<file path="config.mk">
export PLATFORM = sky130hd
export DESIGN_NAME = dnn_batch_sched_flat
export DESIGN_NICKNAME = d
export VERILOG_FILES = /design/src/rtl/dnn_batch_sched_if.sv /design/src/rtl/dnn_batch_sched.sv /design/src/flat_wrapper.sv
export SDC_FILE = /design/constraint.sdc
export NUM_CORES = 1
export LEC_CHECK = 0
export CAP_MARGIN = 20
export CORE_UTILIZATION = 23
export CTS_BUF_LIST = sky130_fd_sc_hd__clkbuf_4 sky130_fd_sc_hd__clkbuf_8 sky130_fd_sc_hd__clkbuf_16
export CTS_CLUSTER_SIZE = 30
export DETAILED_ROUTE_END_ITERATION = 10
export DONT_BUFFER_PORTS = 1
export PLACE_DENSITY = 0.47
export SLEW_MARGIN = 20
export SYNTH_ARGS = -nofsm -noshare
export SYNTH_HDL_FRONTEND = slang
export SYNTH_SLANG_ARGS = --single-unit
</file>
<file path="constraint.sdc">
create_clock -name clk_i -period 2.2 [get_ports clk_i]
set_clock_uncertainty 0.05 [all_clocks]
set_input_delay 0 -clock clk_i [delete_from_list [all_inputs] [get_ports clk_i]]
set_output_delay 0 -clock clk_i [all_outputs]
set_load 0.01 [all_outputs]
</file>
<file path="src/rtl/dnn_batch_sched_if.sv">
// Signal bundle between the batch scheduler and its host, the inference engine
// and the result consumer. master = scheduler side, slave = environment side.
interface dnn_batch_sched_if #(
   parameter int DATA_WIDTH = 9,
   parameter int IMG_W      = 8
);
   // host command / status
   logic                         cmd_start;
   logic [IMG_W-1:0]             cmd_count;
   logic                         busy;
   logic                         batch_done;
   logic                         err;
   // engine control and class-score scan
   logic [IMG_W-1:0]             img_sel;
   logic                         eng_reset;
   logic                         eng_start;
   logic                         eng_done;
   logic [3:0]                   eng_out_idx;
   logic signed [DATA_WIDTH-1:0] eng_out;
   // result stream
   logic                         res_valid;
   logic                         res_ready;
   logic [3:0]                   res_class;
   logic signed [DATA_WIDTH-1:0] res_score;
   logic [IMG_W-1:0]             res_img;

   modport master (
      input  cmd_start, cmd_count, eng_done, eng_out, res_ready,
      output busy, batch_done, err, img_sel, eng_reset, eng_start, eng_out_idx,
             res_valid, res_class, res_score, res_img
   );

   modport slave (
      output cmd_start, cmd_count, eng_done, eng_out, res_ready,
      input  busy, batch_done, err, img_sel, eng_reset, eng_start, eng_out_idx,
             res_valid, res_class, res_score, res_img
   );
endinterface

</file>
<file path="src/rtl/dnn_batch_sched.sv">
// Batch scheduler: runs the inference engine once per image, scans its class
// scores for the argmax and streams results. Optional WAIT_DONE watchdog: DNN_SCHED_TIMEOUT_EN.
module dnn_batch_sched #(
   parameter int DATA_WIDTH     = 9,
   parameter int NUM_CLASSES    = 10,
   parameter int IMG_W          = 8,
   parameter int TIMEOUT_CYCLES = 65535
) (
   input  logic              clk_i,
   input  logic              rst_ni,
   dnn_batch_sched_if.master bus
);
   localparam int IDX_W = 4;

   typedef enum logic [2:0] {
      S_IDLE,
      S_ENG_RST,
      S_ENG_START,
      S_WAIT_DONE,
      S_SCAN,
      S_EMIT
   } state_e;

   state_e                       state_q, state_d;
   logic [IMG_W-1:0]             count_q, count_d;
   logic [IMG_W-1:0]             img_q, img_d;
   logic [IDX_W-1:0]             idx_q, idx_d;
   logic [IDX_W-1:0]             best_idx_q, best_idx_d;
   logic signed [DATA_WIDTH-1:0] best_q, best_d;
   logic                         done_q, done_d;
   logic                         timeout;

   always_ff @(posedge clk_i or negedge rst_ni) begin
      if (!rst_ni) begin
         state_q    <= S_IDLE;
         count_q    <= '0;
         img_q      <= '0;
         idx_q      <= '0;
         best_idx_q <= '0;
         best_q     <= '0;
         done_q     <= 1'b0;
      end else begin
         state_q    <= state_d;
         count_q    <= count_d;
         img_q      <= img_d;
         idx_q      <= idx_d;
         best_idx_q <= best_idx_d;
         best_q     <= best_d;
         done_q     <= done_d;
      end
   end

   always_comb begin
      state_d    = state_q;
      count_d    = count_q;
      img_d      = img_q;
      idx_d      = idx_q;
      best_idx_d = best_idx_q;
      best_d     = best_q;
      done_d     = 1'b0;
      unique case (state_q)
         S_IDLE: begin
            if (bus.cmd_start) begin
               if (bus.cmd_count != '0) begin
                  count_d = bus.cmd_count;
                  img_d   = '0;
                  state_d = S_ENG_RST;
               end else begin
                  done_d = 1'b1;
               end
            end
         end
         S_ENG_RST:   state_d = S_ENG_START;
         S_ENG_START: state_d = S_WAIT_DONE;
         S_WAIT_DONE: begin
            // a done arriving on the timeout cycle still counts as success
            if (bus.eng_done) begin
               idx_d   = '0;
               state_d = S_SCAN;
            end else if (timeout) begin
               done_d  = 1'b1;
               state_d = S_IDLE;
            end
         end
         S_SCAN: begin
            // strictly-greater signed compare keeps the lowest index on ties
            if (idx_q == '0 || bus.eng_out > best_q) begin
               best_d     = bus.eng_out;
               best_idx_d = idx_q;
            end
            if (idx_q == IDX_W'(NUM_CLASSES - 1)) begin
               idx_d   = '0;
               state_d = S_EMIT;
            end else begin
               idx_d = idx_q + IDX_W'(1);
            end
         end
         S_EMIT: begin
            if (bus.res_ready) begin
               if (img_q == count_q - IMG_W'(1)) begin
                  done_d  = 1'b1;
                  state_d = S_IDLE;
               end else begin
                  img_d   = img_q + IMG_W'(1);
                  state_d = S_ENG_RST;
               end
            end
         end
         default: state_d = S_IDLE;
      endcase
   end

`ifdef DNN_SCHED_TIMEOUT_EN
   localparam int TMO_W = $clog2(TIMEOUT_CYCLES + 1);

   logic [TMO_W-1:0] tmo_q, tmo_d;
   logic             err_q, err_d;

   // tmo_q counts completed WAIT_DONE cycles of the current image
   assign timeout = (tmo_q == TMO_W'(TIMEOUT_CYCLES - 1));

   always_comb begin
      tmo_d = '0;
      err_d = err_q;
      if (state_q == S_WAIT_DONE && !timeout)
         tmo_d = tmo_q + TMO_W'(1);
      if (state_q == S_IDLE && bus.cmd_start)
         err_d = 1'b0;
      else if (state_q == S_WAIT_DONE && !bus.eng_done && timeout)
         err_d = 1'b1;
   end

   always_ff @(posedge clk_i or negedge rst_ni) begin
      if (!rst_ni) begin
         tmo_q <= '0;
         err_q <= 1'b0;
      end else begin
         tmo_q <= tmo_d;
         err_q <= err_d;
      end
   end

   assign bus.err = err_q;
`else
   assign timeout = 1'b0;
   assign bus.err = 1'b0;
`endif

   assign bus.busy        = (state_q != S_IDLE);
   assign bus.batch_done  = done_q;
   assign bus.img_sel     = img_q;
   assign bus.eng_reset   = (state_q == S_ENG_RST);
   assign bus.eng_start   = (state_q == S_ENG_START);
   assign bus.eng_out_idx = (state_q == S_SCAN) ? idx_q : '0;
   assign bus.res_valid   = (state_q == S_EMIT);
   assign bus.res_class   = best_idx_q;
   assign bus.res_score   = best_q;
   assign bus.res_img     = img_q;

   a_rst_then_start: assert property (@(posedge clk_i) disable iff (!rst_ni)
      bus.eng_reset |=> bus.eng_start && !bus.eng_reset);

   a_start_single: assert property (@(posedge clk_i) disable iff (!rst_ni)
      bus.eng_start |=> !bus.eng_start);

   a_payload_hold: assert property (@(posedge clk_i) disable iff (!rst_ni)
      bus.res_valid && !bus.res_ready |=>
         bus.res_valid && $stable({bus.res_class, bus.res_score, bus.res_img}));

   a_done_idle: assert property (@(posedge clk_i) disable iff (!rst_ni)
      bus.batch_done |-> !bus.busy);
endmodule

</file>
<file path="src/flat_wrapper.sv">
// flat-port wrapper written by rule: the top's interface ports become plain ports
module dnn_batch_sched_flat 
#(
   parameter int DATA_WIDTH     = 9,
   parameter int NUM_CLASSES    = 10,
   parameter int IMG_W          = 8,
   parameter int TIMEOUT_CYCLES = 65535
)
  (clk_i, rst_ni, bus_cmd_start, bus_cmd_count, bus_eng_done, bus_eng_out, bus_res_ready, bus_busy, bus_batch_done, bus_err, bus_img_sel, bus_eng_reset, bus_eng_start, bus_eng_out_idx, bus_res_valid, bus_res_class, bus_res_score, bus_res_img);
  dnn_batch_sched_if #(.DATA_WIDTH(DATA_WIDTH), .IMG_W(IMG_W)) bus_i ();
  input  logic clk_i;
  input  logic rst_ni;
  input wire logic [$bits(bus_i.cmd_start)-1:0] bus_cmd_start;
  input wire logic [$bits(bus_i.cmd_count)-1:0] bus_cmd_count;
  input wire logic [$bits(bus_i.eng_done)-1:0] bus_eng_done;
  input wire logic [$bits(bus_i.eng_out)-1:0] bus_eng_out;
  input wire logic [$bits(bus_i.res_ready)-1:0] bus_res_ready;
  output wire logic [$bits(bus_i.busy)-1:0] bus_busy;
  output wire logic [$bits(bus_i.batch_done)-1:0] bus_batch_done;
  output wire logic [$bits(bus_i.err)-1:0] bus_err;
  output wire logic [$bits(bus_i.img_sel)-1:0] bus_img_sel;
  output wire logic [$bits(bus_i.eng_reset)-1:0] bus_eng_reset;
  output wire logic [$bits(bus_i.eng_start)-1:0] bus_eng_start;
  output wire logic [$bits(bus_i.eng_out_idx)-1:0] bus_eng_out_idx;
  output wire logic [$bits(bus_i.res_valid)-1:0] bus_res_valid;
  output wire logic [$bits(bus_i.res_class)-1:0] bus_res_class;
  output wire logic [$bits(bus_i.res_score)-1:0] bus_res_score;
  output wire logic [$bits(bus_i.res_img)-1:0] bus_res_img;
  assign bus_i.cmd_start = bus_cmd_start;
  assign bus_i.cmd_count = bus_cmd_count;
  assign bus_i.eng_done = bus_eng_done;
  assign bus_i.eng_out = bus_eng_out;
  assign bus_i.res_ready = bus_res_ready;
  assign bus_busy = bus_i.busy;
  assign bus_batch_done = bus_i.batch_done;
  assign bus_err = bus_i.err;
  assign bus_img_sel = bus_i.img_sel;
  assign bus_eng_reset = bus_i.eng_reset;
  assign bus_eng_start = bus_i.eng_start;
  assign bus_eng_out_idx = bus_i.eng_out_idx;
  assign bus_res_valid = bus_i.res_valid;
  assign bus_res_class = bus_i.res_class;
  assign bus_res_score = bus_i.res_score;
  assign bus_res_img = bus_i.res_img;
  dnn_batch_sched #(.DATA_WIDTH(DATA_WIDTH), .NUM_CLASSES(NUM_CLASSES), .IMG_W(IMG_W), .TIMEOUT_CYCLES(TIMEOUT_CYCLES)) u_core (.clk_i(clk_i), .rst_ni(rst_ni), .bus(bus_i));
endmodule
</file>
==> run_results.csv <==
group,metric,value,unit
status,status,"complete, but fails checks",
status,violations,"setup timing",
min_path,min-delay-start,"bus_cmd_count[6]",
finish,n_antenna_cell,0,
finish,finish.instance_area,0.00328,mm²
clocking,clk_latency,0.29,ns
synth,synth_most_common_cell,"dfrtp_1",
routing,vias,1966,
placement,place_area,0.00278,mm²
worst_setup_path,arrival,2.40,ns
clocking,root_buffer,"clkbuf_8",
routing,drc,0,
min_path,holdPathStages,4,
timing,fin_crit_sh,104,%
floorplanning,die-area,0.0107,mm²
clocking,clockBufferDepth,2,
synth,netlist_instances,245,
synth,synth-compound-area-share,13.2,%
min_path,min_path_type,"input pin to flop",
worst_setup_path,cp-start-kind,"flop",
worst_setup_path,crit_type,"flop to flop",
routing,drtAntennaViolNets,0,
grt,grt_pass1_vias,1970,
synth,yosys-top-cells-area,"dfrtp_1 39%, mux2_2 9.5%, ha_1 7.4%",
grt,antenna_found_initial,0,
synth,yosysTopAreaCell,"dfrtp_1",
clocking,cts.clk_slew.worst_paths,0.08,ns
synth,synth_top_area_share,39.2,%
timing,max_freq,439,MHz
synth,seq_area_frac_synth,39.2,%
clocking,htreeDepth,2,
synth,ys_seq_elements,37,
run,drv_cap,0,
synth,syn_area,0.00236,mm²
routing,viasPerCell,4.52,
pwr,power_density,1160,mW/mm²
synth,syn_area_per_cell,9.64,µm²
floorplanning,pin_count,61,
finish,post_route_cells_drive_above_1_share,34.1,%
routing,wl_per_cell,14.8,µm
timing,setup_viol,15,
min_path,min_to,"u_core.bus.batch_done$_DFF_PN0_",
floorplanning,core,0.00986,mm²
worst_setup_path,cpLargestDelayFamily,"compound AO/OA/AOI/OAI gates",
synth,async_reset_ff_share,100,%
worst_setup_path,end_kind,"flop",
synth,synth_fa_ha_area_share,7.42,%
worst_setup_path,critPathMaxFanout,9,
pwr,ir_drop,0.368,mV
placement,place_congestion,0.736,
floorplanning,start_util,23.9,%
floorplanning,die_h,103,µm
timing,maxSlewViolCount,0,
worst_setup_path,critical_path.slowest_cell,"dfrtp_1",
placement,place.port_buffers,0,
finish,final_util,33.3,%
synth,synth_xor_area_share,2.97,%
placement,dp_hpwl,4670,µm
clocking,cts_made_buffers,5,
grt,grt_pass1_wl,10100,µm
synth,ys_types,52,
synth,synth_simple_gate_area_share,19.6,%
synth,muxShareOfSynthArea,10.4,%
grt,grt.overflow.total,0,
clocking,clock-sinks,37,
timing,relSlewSlack,64.7,%
timing,grt_setup_unrepaired,"yes",
timing,finalCriticalPeriod,2.28,ns
routing,drt_first_iter_violations,76,
grt,grt_start_max_net_pins,38,
synth,ys.flop_type,"dfrtp_1",
routing,routed_wl,6430,µm
finish,area_delta_synth_final,39.1,%
floorplanning,rows,36,
synth,synth_edf_count,0,
worst_setup_path,crit_chain,"inv_2 > ha_4 > a21o_1 > a211o_1 > a2111oi_4 > a2111oi_2 > o21ai_2 > buf_12 > mux2_4",
timing,hold_violations,0,
worst_setup_path,cp_slowest_stage_delay,0.39,ns
pwr,p_leak,1.49,nW
synth,yosys_warnings,0,
worst_setup_path,rrSetupSlack,-0.08,ns
worst_setup_path,worstPathRequired,2.32,ns
worst_setup_path,r2r_cells,9,
timing,worst_pin_slew,0.528,ns
synth,synth_nets,281,
routing,first_pass_iters,4,
worst_setup_path,r2r-start,"u_core.bus.res_score[6]$_DFFE_PN0P_",
timing,timing.final.ws_setup,-0.0789,ns
finish,nets,338,
synth,synth_commonest_cells,"37 x dfrtp_1, 20 x mux2_2, 19 x nor2_1",
floorplanning,dieWidth,103,µm
worst_setup_path,r2r_end,"u_core.bus.res_score[0]$_DFFE_PN0P_",
synth,synth_top_family_by_area,"simple AND/OR/NAND/NOR gates",
grt,track_usage,12.6,%
clocking,cts_tree,"built",
worst_setup_path,cp.buffers_inverters,2,
-- how the worst max path moves through the flow --
stage                                             start                             endpoint  cells past startpoint
floorplan           u_core.bus.res_score[2]$_DFFE_PN0P_  u_core.bus.res_class[0]$_DFFE_PN0P_                      9
global placement    u_core.bus.res_score[2]$_DFFE_PN0P_  u_core.bus.res_class[3]$_DFFE_PN0P_                      9
detailed placement  u_core.bus.res_score[2]$_DFFE_PN0P_  u_core.bus.res_class[3]$_DFFE_PN0P_                      9
CTS                 u_core.bus.res_score[6]$_DFFE_PN0P_  u_core.bus.res_class[3]$_DFFE_PN0P_                      9
global route        u_core.bus.res_score[6]$_DFFE_PN0P_  u_core.bus.res_score[8]$_DFFE_PN0P_                      9
finish              u_core.bus.res_score[6]$_DFFE_PN0P_  u_core.bus.res_score[0]$_DFFE_PN0P_                      9
-- timing repair --
| item | 4_1_cts | 5_1_grt |
|---|---|---|
| endpoints found under the setup margin | 17 | 22 |
| pin swaps | 2 | 14 |
| setup buffers | 2 | 5 |
| gates resized for setup | 4 | 25 |
| hold endpoints to repair | 59 | 0 |
| hold buffers | 22 | 0 |
-- cells in the final DEF (no fill, tap or decap), types with 3 or more instances in the layout --
cell type and n:
nor2b_1 5, mux2_2 7, xnor2_1 3, ha_1 12, dlygate4sd3_1 21, nand2_1 16
clkbuf_8 6, and3_1 5, nand4_1 3, a21o_1 5, nor3_1 7, dfrtp_1 35
a21oi_1 6, o21ai_0 8, nand3_1 7, inv_1 16, or2_2 3, buf_4 40
xor2_1 4, mux2_4 14, nor2_1 19
-- worst register-to-register path, cell delays in order, from the launching register on --
cell       delay, ns
dfrtp_1         0.39
inv_2           0.07
ha_4            0.19
a21o_1          0.17
a211o_1         0.30
a2111oi_4       0.22
a2111oi_2       0.07
o21ai_2         0.21
buf_12          0.18
mux2_4          0.30
-- power by group --
group	switching [mW]	total [mW]	internal [mW]
combinational	1.01	2.11	1.10
sequential	0.265	1.19	0.924
clock	0.250	0.512	0.261
total	1.52	3.81	2.29
-- metrics by stage --
step	power, mW	hold WS [ns]	instances	TNS, ns	worst slack (ns)
after floorplan	2.40	-0.346	245	-1.38	-0.138
after global placement	2.95	-0.344	399	-0.842	-0.0915
after detailed placement	2.97	-0.344	399	-1.17	-0.119
after CTS	3.63	0.0105	430	-0.956	-0.109
after global routing	4.13	0.0131	435	-2.41	-0.175
final	3.81	0.0189	435	-0.847	-0.0789
-- cell type report --
type                       instances  area [µm²]
sequential                        37         928
clock buffer                       7        90.1
fill                            1003        6580
timing repair buffer              65         573
multi-input combinational        175        1460
inverter                          18        67.6
tap                              133         166
-- logic make-up (layout without fill, tap and decap cells) --
kind of cell,after synthesis,in the layout
adders and majority gates,14,14
AOI/OAI and AO/OA,45,45
DFF,37,37
buffers and inverters,33,90
other,1,1
muxes,22,22
xor gates and xnor gates,8,8
and+or+nand+nor,85,85
-- metal layers --
| layer | GRT usage (%) | up-vias | part of all wire [%] |
|---|---|---|---|
| met5 | 0 | - | 0 |
| met4 | 3.58 | 0 | 1.2 |
| met3 | 2.62 | 4 | 3.7 |
| met2 | 21.0 | 32 | 50 |
| met1 | 16.6 | 957 | 46 |
| li1 | - | 973 | - |
-- state kept, by name (all words and copies together), names as in the netlist --
signal / cells
u_core.bus.img_sel: 8
u_core.bus.batch_done: 1
u_core.idx_q: 4
u_core.state_q: 3
u_core.bus.res_class: 4
u_core.count_q: 8
u_core.bus.res_score: 9
Note: power is estimated with default switching activity, not from simulation.
